$ cat config.mk
export PLATFORM = sky130hd
export DESIGN_NAME = nbout_packer_flat
export DESIGN_NICKNAME = d
export VERILOG_FILES = /design/src/rtl/nbout_packer_pkg.sv /design/src/rtl/nbout_packer_if.sv /design/src/rtl/nbout_packer_line_fifo.sv /design/src/rtl/nbout_packer.sv /design/src/flat_wrapper.sv
export SDC_FILE = /design/constraint.sdc
export NUM_CORES = 2
export LEC_CHECK = 0
export CORE_UTILIZATION = 60
export DETAILED_ROUTE_END_ITERATION = 10
export GPL_TIMING_DRIVEN = 0
export PLACE_DENSITY = 0.8
export SYNTH_ARGS = -nofsm -noshare
export SYNTH_HDL_FRONTEND = slang
export SYNTH_SLANG_ARGS = --single-unit
$ cat constraint.sdc
create_clock -name clk -period 37.4 [get_ports clk]
set_clock_uncertainty 0.05 [all_clocks]
set_input_delay 7.48 -clock clk [delete_from_list [all_inputs] [get_ports clk]]
set_output_delay 7.48 -clock clk [all_outputs]
set_load 0.01 [all_outputs]
$ cat src/rtl/nbout_packer_pkg.sv
// nbout_packer_pkg
// Shared defaults and width helpers for the NBout packer slice.
//   N_DEF     : neuron value width in bits
//   TN_DEF    : neuron values packed per line
//   DEPTH_DEF : line FIFO depth (power of two, >= 2)
//   idx_w()   : width of a lane index (0..TN-1)
//   lanes_w() : width of a lane count (0..TN)
//   cnt_w()   : width of a FIFO occupancy count (0..DEPTH)
package nbout_packer_pkg;

  localparam int N_DEF     = 16;
  localparam int TN_DEF    = 16;
  localparam int DEPTH_DEF = 4;

  function automatic int idx_w(input int tn);
    return (tn > 1) ? $clog2(tn) : 1;
  endfunction

  function automatic int lanes_w(input int tn);
    return $clog2(tn + 1);
  endfunction

  function automatic int cnt_w(input int depth);
    return $clog2(depth + 1);
  endfunction

endpackage

$ cat src/rtl/nbout_packer_if.sv
// nbout_packer_if
// Bundles the neuron input handshake and the line output handshake.
//   i_Y / i_Y_valid / o_Y_ready : one neuron value per cycle from n3
//   i_flush                     : commit the partially filled line
//   o_line / o_line_lanes       : head-of-FIFO line and its valid lane count
//   o_line_valid / i_line_ready : line handshake towards NBout
//   o_count                     : lines currently queued
// slave is the packer side, master is the producer/consumer side.
interface nbout_packer_if
  import nbout_packer_pkg::*;
#(
  parameter int N     = N_DEF,
  parameter int TN    = TN_DEF,
  parameter int DEPTH = DEPTH_DEF
) ();

  localparam int LW = lanes_w(TN);
  localparam int CW = cnt_w(DEPTH);

  logic [N-1:0]    i_Y;
  logic            i_Y_valid;
  logic            o_Y_ready;
  logic            i_flush;
  logic [TN*N-1:0] o_line;
  logic [LW-1:0]   o_line_lanes;
  logic            o_line_valid;
  logic            i_line_ready;
  logic [CW-1:0]   o_count;

  modport slave (
    input  i_Y, i_Y_valid, i_flush, i_line_ready,
    output o_Y_ready, o_line, o_line_lanes, o_line_valid, o_count
  );

  modport master (
    output i_Y, i_Y_valid, i_flush, i_line_ready,
    input  o_Y_ready, o_line, o_line_lanes, o_line_valid, o_count
  );

endinterface

$ cat src/rtl/nbout_packer_line_fifo.sv
// nbout_packer_line_fifo
// Synchronous FIFO holding packed lines (line data plus lane count).
//   clk, rst   : clock and synchronous active-high reset (clears storage too)
//   push       : write push_data at the tail (caller guarantees not full)
//   push_data  : entry to write
//   pop        : drop the head entry (caller guarantees not empty)
//   head       : entry at the read pointer
//   count      : number of entries queued
module nbout_packer_line_fifo
  import nbout_packer_pkg::*;
#(
  parameter int W     = 8,
  parameter int DEPTH = DEPTH_DEF
) (
  input  logic                    clk,
  input  logic                    rst,
  input  logic                    push,
  input  logic [W-1:0]            push_data,
  input  logic                    pop,
  output logic [W-1:0]            head,
  output logic [cnt_w(DEPTH)-1:0] count
);

  localparam int PW = $clog2(DEPTH);
  localparam int CW = cnt_w(DEPTH);

  logic [W-1:0]  mem [DEPTH];
  logic [PW-1:0] wr_ptr;
  logic [PW-1:0] rd_ptr;
  logic [CW-1:0] cnt;

  // Storage, pointers and occupancy; pointers wrap naturally (DEPTH is 2^PW).
  always_ff @(posedge clk) begin
    if (rst) begin
      wr_ptr <= {PW{1'b0}};
      rd_ptr <= {PW{1'b0}};
      cnt    <= {CW{1'b0}};
      for (int i = 0; i < DEPTH; i++) begin
        mem[i] <= {W{1'b0}};
      end
    end else begin
      if (push) begin
        mem[wr_ptr] <= push_data;
        wr_ptr      <= wr_ptr + PW'(1);
      end
      if (pop) begin
        rd_ptr <= rd_ptr + PW'(1);
      end
      case ({push, pop})
        2'b10:   cnt <= cnt + CW'(1);
        2'b01:   cnt <= cnt - CW'(1);
        default: cnt <= cnt;
      endcase
    end
  end

  assign head  = mem[rd_ptr];
  assign count = cnt;

endmodule

$ cat src/rtl/nbout_packer.sv
// nbout_packer
// Packs TN consecutive N-bit output neurons into one line and queues lines
// in a DEPTH-entry FIFO for write-back to NBout. A flush commits a partially
// filled, zero-padded line at the end of a layer.
//   clk, rst : clock and synchronous active-high reset
//   bus      : nbout_packer_if.slave (neuron input, flush, line output, count)
module nbout_packer
  import nbout_packer_pkg::*;
#(
  parameter int N     = N_DEF,
  parameter int TN    = TN_DEF,
  parameter int DEPTH = DEPTH_DEF
) (
  input  logic           clk,
  input  logic           rst,
  nbout_packer_if.slave  bus
);

  localparam int IW = idx_w(TN);
  localparam int LW = lanes_w(TN);
  localparam int CW = cnt_w(DEPTH);
  localparam int LN = TN * N;
  localparam int W  = LN + LW;

  logic [IW-1:0] lane_cnt;
  logic [IW-1:0] lane_nxt;
  logic [LN-1:0] asm_line;
  logic [LN-1:0] asm_nxt;
  logic [LN-1:0] asm_ins;
  logic          flush_pending;
  logic          fp_nxt;

  logic          full;
  logic          ready;
  logic          accept;
  logic          last;
  logic          flush_req;
  logic [LW-1:0] lanes_now;

  logic          push;
  logic [W-1:0]  push_data;
  logic          pop;
  logic          line_valid;
  logic [W-1:0]  head;
  logic [CW-1:0] fcount;

  // Ready depends only on registered state, never on i_line_ready.
  assign full      = (fcount == CW'(DEPTH));
  assign ready     = !full && !flush_pending;
  assign accept    = bus.i_Y_valid && ready;
  assign last      = accept && (lane_cnt == IW'(TN - 1));
  assign lanes_now = LW'(lane_cnt) + (accept ? LW'(1) : LW'(0));
  // A pending flush keeps retrying until the FIFO has room.
  assign flush_req = (bus.i_flush || flush_pending) && (lanes_now != LW'(0));

  // Assembly line with the accepted value (if any) dropped into its lane.
  always_comb begin
    asm_ins = asm_line;
    for (int k = 0; k < TN; k++) begin
      if (accept && (lane_cnt == IW'(k))) begin
        asm_ins[k*N +: N] = bus.i_Y;
      end else begin
        asm_ins[k*N +: N] = asm_line[k*N +: N];
      end
    end
  end

  // Push decision: a completed line wins (and satisfies a same-cycle flush),
  // otherwise a flush pushes the partial line or waits for room.
  always_comb begin
    push      = 1'b0;
    push_data = {W{1'b0}};
    lane_nxt  = lane_cnt;
    asm_nxt   = asm_line;
    fp_nxt    = flush_pending;
    if (last) begin
      push      = 1'b1;
      push_data = {LW'(TN), asm_ins};
      lane_nxt  = {IW{1'b0}};
      asm_nxt   = {LN{1'b0}};
      fp_nxt    = 1'b0;
    end else if (flush_req) begin
      if (!full) begin
        push      = 1'b1;
        push_data = {lanes_now, asm_ins};
        lane_nxt  = {IW{1'b0}};
        asm_nxt   = {LN{1'b0}};
        fp_nxt    = 1'b0;
      end else begin
        fp_nxt    = 1'b1;
        asm_nxt   = asm_ins;
        lane_nxt  = accept ? (lane_cnt + IW'(1)) : lane_cnt;
      end
    end else if (accept) begin
      asm_nxt  = asm_ins;
      lane_nxt = lane_cnt + IW'(1);
    end else begin
      asm_nxt  = asm_line;
      lane_nxt = lane_cnt;
    end
  end

  // Lane counter, assembly register and deferred-flush flag.
  always_ff @(posedge clk) begin
    if (rst) begin
      lane_cnt      <= {IW{1'b0}};
      asm_line      <= {LN{1'b0}};
      flush_pending <= 1'b0;
    end else begin
      lane_cnt      <= lane_nxt;
      asm_line      <= asm_nxt;
      flush_pending <= fp_nxt;
    end
  end

  assign line_valid = (fcount != CW'(0));
  assign pop        = line_valid && bus.i_line_ready;

  nbout_packer_line_fifo #(
    .W     (W),
    .DEPTH (DEPTH)
  ) u_fifo (
    .clk       (clk),
    .rst       (rst),
    .push      (push),
    .push_data (push_data),
    .pop       (pop),
    .head      (head),
    .count     (fcount)
  );

  assign bus.o_Y_ready    = ready;
  assign bus.o_line       = head[LN-1:0];
  assign bus.o_line_lanes = head[W-1 -: LW];
  assign bus.o_line_valid = line_valid;
  assign bus.o_count      = fcount;

endmodule
$ cat src/flat_wrapper.sv
// flat-port wrapper written by rule: the top's interface ports become plain ports
module nbout_packer_flat import nbout_packer_pkg::*;
#(
  parameter int N     = N_DEF,
  parameter int TN    = TN_DEF,
  parameter int DEPTH = DEPTH_DEF
)
  (clk, rst, bus_i_Y, bus_i_Y_valid, bus_i_flush, bus_i_line_ready, bus_o_Y_ready, bus_o_line, bus_o_line_lanes, bus_o_line_valid, bus_o_count);
  nbout_packer_if #(.N(N), .TN(TN), .DEPTH(DEPTH)) bus_i ();
  input  logic clk;
  input  logic rst;
  input wire logic [$bits(bus_i.i_Y)-1:0] bus_i_Y;
  input wire logic [$bits(bus_i.i_Y_valid)-1:0] bus_i_Y_valid;
  input wire logic [$bits(bus_i.i_flush)-1:0] bus_i_flush;
  input wire logic [$bits(bus_i.i_line_ready)-1:0] bus_i_line_ready;
  output wire logic [$bits(bus_i.o_Y_ready)-1:0] bus_o_Y_ready;
  output wire logic [$bits(bus_i.o_line)-1:0] bus_o_line;
  output wire logic [$bits(bus_i.o_line_lanes)-1:0] bus_o_line_lanes;
  output wire logic [$bits(bus_i.o_line_valid)-1:0] bus_o_line_valid;
  output wire logic [$bits(bus_i.o_count)-1:0] bus_o_count;
  assign bus_i.i_Y = bus_i_Y;
  assign bus_i.i_Y_valid = bus_i_Y_valid;
  assign bus_i.i_flush = bus_i_flush;
  assign bus_i.i_line_ready = bus_i_line_ready;
  assign bus_o_Y_ready = bus_i.o_Y_ready;
  assign bus_o_line = bus_i.o_line;
  assign bus_o_line_lanes = bus_i.o_line_lanes;
  assign bus_o_line_valid = bus_i.o_line_valid;
  assign bus_o_count = bus_i.o_count;
  nbout_packer #(.N(N), .TN(TN), .DEPTH(DEPTH)) u_core (.clk(clk), .rst(rst), .bus(bus_i));
endmodule
# Word-level counts from Yosys, hierarchy flattened
# Memories as Yosys holds them, arrays and structs flattened. A register that Yosys moved wholly into a read port is not among the register bits.
# Index checks and enable logic that the tools add are counted.
# W data, S select, Z words.
dict set report word_totals {
  out_inout_bits 266
  memories 1
  ramBits 1044
  latchBits 0
  rom_bits 0
  word_cells 102
  reg_bits 268
  input_bits 21
}
# memory words width read_ports rd_clocked_by_memory_dff wr line
set memory_table {}
lappend memory_table {u_core.u_fifo.mem 4 261 1 1 4 nbout_packer_line_fifo.sv:27} ;# logic [W-1:0] mem [DEPTH];
dict set report op_classes {
  reduce_logical 30
  mul 0
  addsub 6
  eq_ne 18
  order_cmp 0
  n_shift 0
  div 0
  bitwise_logic 0
  mux 41
}
# op count
set op_table {}
lappend op_table {{$mux W261} 4}
lappend op_table {{$mux W256} 3}
lappend op_table {{$reduce_or A261 Y1} 1}
lappend op_table {{$mux W16} 16}
lappend op_table {{$eq A4 B4 Y1 const B} 8}
lappend op_table {{$logic_and A1 B1 Y1} 20}
lappend op_table {{$eq A4 B3 Y1 const B} 4}
lappend op_table {{$mux W4} 3}
lappend op_table {{$mux W1} 11}
lappend op_table {{$eq A4 B2 Y1 const B} 2}
lappend op_table {{$mux W2} 3}
lappend op_table {{$pmux W3 S2} 1}
lappend op_table {{$add A4 B5 Y5} 1}
lappend op_table {{$reduce_bool A5 Y1} 1}
lappend op_table {{$add A2 B1 Y2 const B} 2}
lappend op_table {{$add A4 B1 Y4 const B} 1}
lappend op_table {{$eq A4 B1 Y1 const B} 1}
lappend op_table {{$logic_not A4 Y1} 1}
lappend op_table {{$reduce_bool A2 Y1} 2}
lappend op_table {{$add A3 B1 Y3 const B} 1}
lappend op_table {{$eq A3 B3 Y1 const B} 1}
lappend op_table {{$reduce_bool A3 Y1} 1}
lappend op_table {{$sub A3 B1 Y3 const B} 1}
lappend op_table {{$eq A2 B1 Y1 const B} 1}
lappend op_table {{other kinds (4)} 5}

# Logic depth before layout (Yosys ltp)
dict set report logic_depth {
  depth_word 15
  ltp_mapped 16
  ltp_nobuf 14
}

# Modules after synthesis
# A second synthesis with hierarchy kept.
dict set report unflattened {
  cells_unflattened 3806
  area_unflattened_um2 57317.5
}
# module seq_area_each_um2 area_each_um2 cells_each instances
set by_module_without_submodules {}
lappend by_module_without_submodules {nbout_packer_line_fifo 31530.2 45200.9 2567 1}
lappend by_module_without_submodules {nbout_packer 5225.0 12116.6 1239 1}

# Worst setup path before layout
# No wires, ideal clock.
dict set report synth_timing {
  kind {in2reg}
  startpoint {input port bus_i_Y_valid}
  endpoint {memory u_core.u_fifo.mem[0][0] (netlist name), enable pin}
  cell_stages 10
  path_buffers 2
  t_arrival_ns 28.026
  setup_ns 1.265
  slack_ns 8.059
  t_required_ns 36.085
  cell_sequence {and3_4 > buf_6 > buf_8 > ha_1 > ha_1 > and2_1 > a21oi_1 > o21a_1 > nor2_1 > o31ai_1}
}
# item line
set synth_rtl {}
lappend synth_rtl {{from (decl)} flat_wrapper.sv:13} ;# input wire logic [$bits(bus_i.i_Y_valid)-1:0] bus_i_Y_valid;
lappend synth_rtl {{to (decl)} nbout_packer_line_fifo.sv:27}

==> impl_metrics.env <==
export IMPL_place_port_buffers=270
export IMPL_met2_length_um=67200
export IMPL_syn_num_nets=3524
export IMPL_seqPwrFrac_pct=41.2
export IMPL_hold_path_class="flip-flop to flip-flop"
export IMPL_power_density_nw_per_um2=70.8
export IMPL_cp_arrival_ps=12950
export IMPL_netlist_cell_type_count=46
export IMPL_die_h_um=298
export IMPL_finalCritPeriodShare_pct=33.7
export IMPL_slew_limit_headroom_pct=-2.27
export IMPL_layout_nets=3965
export IMPL_setup_tns_ps=0
export IMPL_utilization_pct=71.2
export IMPL_wl_met1_um=49200
export IMPL_place_congestion=0.841
export IMPL_core_area_um2=86600
export IMPL_num_rows=108
export IMPL_timing_hold_violations_final=0
export IMPL_setup_viol=0
export IMPL_ant_nets=0
export IMPL_slew_violations=33
export IMPL_avgSynthCellArea_um2=15.0
export IMPL_crit_path_start_kind="primary input"
export IMPL_cts_tree="done"
export IMPL_synth_seq_cells=1314
export IMPL_final_common_cell="nor2_1"
export IMPL_internal_power_uw=3060
export IMPL_timing_worst_setup_path_type="primary input to flip-flop"
export IMPL_combPwrFrac_pct=29.1
export IMPL_vias=31815
export IMPL_final_cell_mix="1239 x nor2_1, 1044 x edfxtp_1, 270 x dfxtp_1, 270 x clkdlybuf4s50_1, 261 x mux4_2"
export IMPL_yosys_warnings=0
export IMPL_critPathMaxFanout=56
export IMPL_numCtsBuffers=131
export IMPL_switchingPower_uw=1310
export IMPL_clockBufferDepth=3
export IMPL_ys_flop_type="edfxtp_1"
export IMPL_total_power_uw=4370
export IMPL_violations="max-capacitance violations, max-slew violations"
export IMPL_drive_above_1_share_pct=16.4
export IMPL_nFillCells=5419
export IMPL_insertion_delay_ps=730
export IMPL_end_kind="flip-flop"
export IMPL_top_layer="met5"
export IMPL_grt_pass1_wl_um=200000
export IMPL_rsz0062_at_grt="false"
export IMPL_grt_max_degree=62
export IMPL_max_cap_viol_count=3
export IMPL_dieArea_um2=88500
export IMPL_cts_resized=0
export IMPL_area_growth_synth_to_final_pct=17.7
export IMPL_first_pass_iters=5
export IMPL_antenna_found_initial=5
export IMPL_pwr_share_clk_pct=29.6
export IMPL_cts_hold_buf=0
export IMPL_syn_area_um2=52400
export IMPL_grt_pass1_vias=31372
export IMPL_htree_levels=4
export IMPL_post_cts_buffers=0
export IMPL_drcViolationCount=0
export IMPL_io_pins=287
export IMPL_timing_fmax_mhz=79.5
export IMPL_timing_final_ws_setup_ps=24810
export IMPL_synth_edf_count=1044
export IMPL_hpwl_um=85000
export IMPL_globalRouteOverflowTotal=0
export IMPL_cts_sinks=1314
export IMPL_status="finished with violations"
export IMPL_syn_inst=3495
export IMPL_dr_wl_met3_um=15400
export IMPL_leakage_uw=0.0219
export IMPL_grt_usage_pct=31.0
export IMPL_viasPerCell=6.12
export IMPL_swShare_pct=29.9
export IMPL_vdd_drop_max_mv=0.0528
export IMPL_fp_dieW_um=298
export IMPL_drt_initial_drc_count=3577
export IMPL_synthArstFlopShare_pct=0
export IMPL_routed_wl_um=137000
export IMPL_dpl_worst_slack_ps=24180
export IMPL_critPathRequiredTime_ps=37770
export IMPL_worst_pin_slew_ps=1530
export IMPL_clockRootBuffer="clkbuf_16"
export IMPL_initial_utilization_pct=60.5
export IMPL_cts_clk_slew_worst_paths_ps=60
export IMPL_routedWlPerCell_um=26.3
export IMPL_finalCriticalPeriod_ps=12590
export IMPL_yosysSeqAreaShare_pct=70.1
state kept, by name, indices dropped and copies added (netlist names), named ones only:
register and count:
u_core.flush_pending 1, u_core.u_fifo.mem 1044, u_core.lane_cnt 4, u_core.u_fifo.wr_ptr 2, u_core.u_fifo.rd_ptr 2, u_core.asm_line 256
u_core.u_fifo.count 3
worst paths after layout:
kind / start / end / slack [ps] / cells after the start
worst max-delay path: bus_i_Y_valid / u_core.u_fifo.mem[2][33] / 24810 / 15
worst min-delay path: u_core.asm_line[254] / u_core.asm_line[254] / 480 / 1
worst max register to register: u_core.u_fifo.count[2] / u_core.u_fifo.mem[2][33] / 31260 / 15
worst min register to register: u_core.asm_line[254] / u_core.asm_line[254] / 480 / 1
power groups by stage:
stage	logic [µW]	registers, µW	clock network (µW)
floorplan	647	1900	0
global placement	1210	1980	0
detailed placement	1260	1830	0
CTS	1270	1800	1300
global route	1320	1810	1350
finish	1270	1800	1290
synth_stat cells (2+ instances only):
library cell | instances | area (µm²)
buf_4 | 7 | 52.6
nand3_1 | 4 | 20.0
and2_1 | 19 | 119
nand4_2 | 3 | 37.5
nand3_2 | 2 | 20.0
nor2_1 | 1239 | 4650
ha_1 | 7 | 87.6
edfxtp_1 | 1044 | 31400
o21ai_0 | 6 | 30.0
clkbuf_1 | 83 | 312
buf_6 | 11 | 124
buf_2 | 127 | 636
mux2i_1 | 241 | 2410
mux4_2 | 261 | 5880
inv_1 | 13 | 48.8
dfxtp_1 | 270 | 5410
a21oi_1 | 6 | 30.0
nand2_1 | 12 | 45.0
a22o_1 | 64 | 561
buf_1 | 26 | 97.6
a21o_1 | 5 | 37.5
xor2_1 | 4 | 35.0
nand3_4 | 7 | 123
or3_1 | 4 | 25.0
nor3_2 | 6 | 60.1
xnor2_1 | 2 | 17.5
nor3_1 | 3 | 15.0
kinds of logic (layout without fill, tap and decap cells):
family,Yosys count,after routing,synth area share (%)
fa+ha+maj,8,8,0.205
xor+xnor,6,6,0.100
compound gates,88,88,1.36
buf+inv,268,816,2.45
simple gates,1309,1309,9.94
flops,1314,1314,70.1
mux,502,502,15.8
other cells,0,2,0
layer usage:
layer / GRT usage [%] / up-vias
met3: 7.44 / 261
li1: - / 13597
met1: 41.1 / 16086
met5: 0 / -
met2: 49.8 / 1867
met4: 12.2 / 4
worst max-delay path, stage by stage:
cell and delay [ps]:
clkdlybuf4s50_1 660, and3_4 250, buf_6 130, buf_8 180, ha_1 180, ha_1 250, or3_1 430, o21ai_1 350
a21o_1 160, clkbuf_1 500, buf_2 610, buf_2 380, nand2_4 520, buf_16 440, buf_16 260
stage by stage:
stage / hold WS (ps) / area (µm²) / instances
finish: 477 / 61700 / 5200
global route: 489 / 61700 / 5198
CTS: 471 / 61600 / 5196
detailed placement: 458 / 57400 / 4956
global placement: 446 / 56600 / 4920
floorplan: 425 / 52400 / 3495
final cells by class:
cell class                      count  area [µm²]  share of cell area, %
Multi-Input combinational cell   1913       14400                   23.4
Clock inverter                     41         420                  0.682
Buffer                            255        1240                   2.02
Timing Repair Buffer              308        3540                   5.73
Inverter                           13        48.8                 0.0791
Sequential cell                  1314       36800                   59.6
Tap cell                         1155        1450                   2.34
Antenna cell                        2        5.00                0.00812
Clock buffer                      199        3810                   6.17
(Power assumes the default switching activity.)
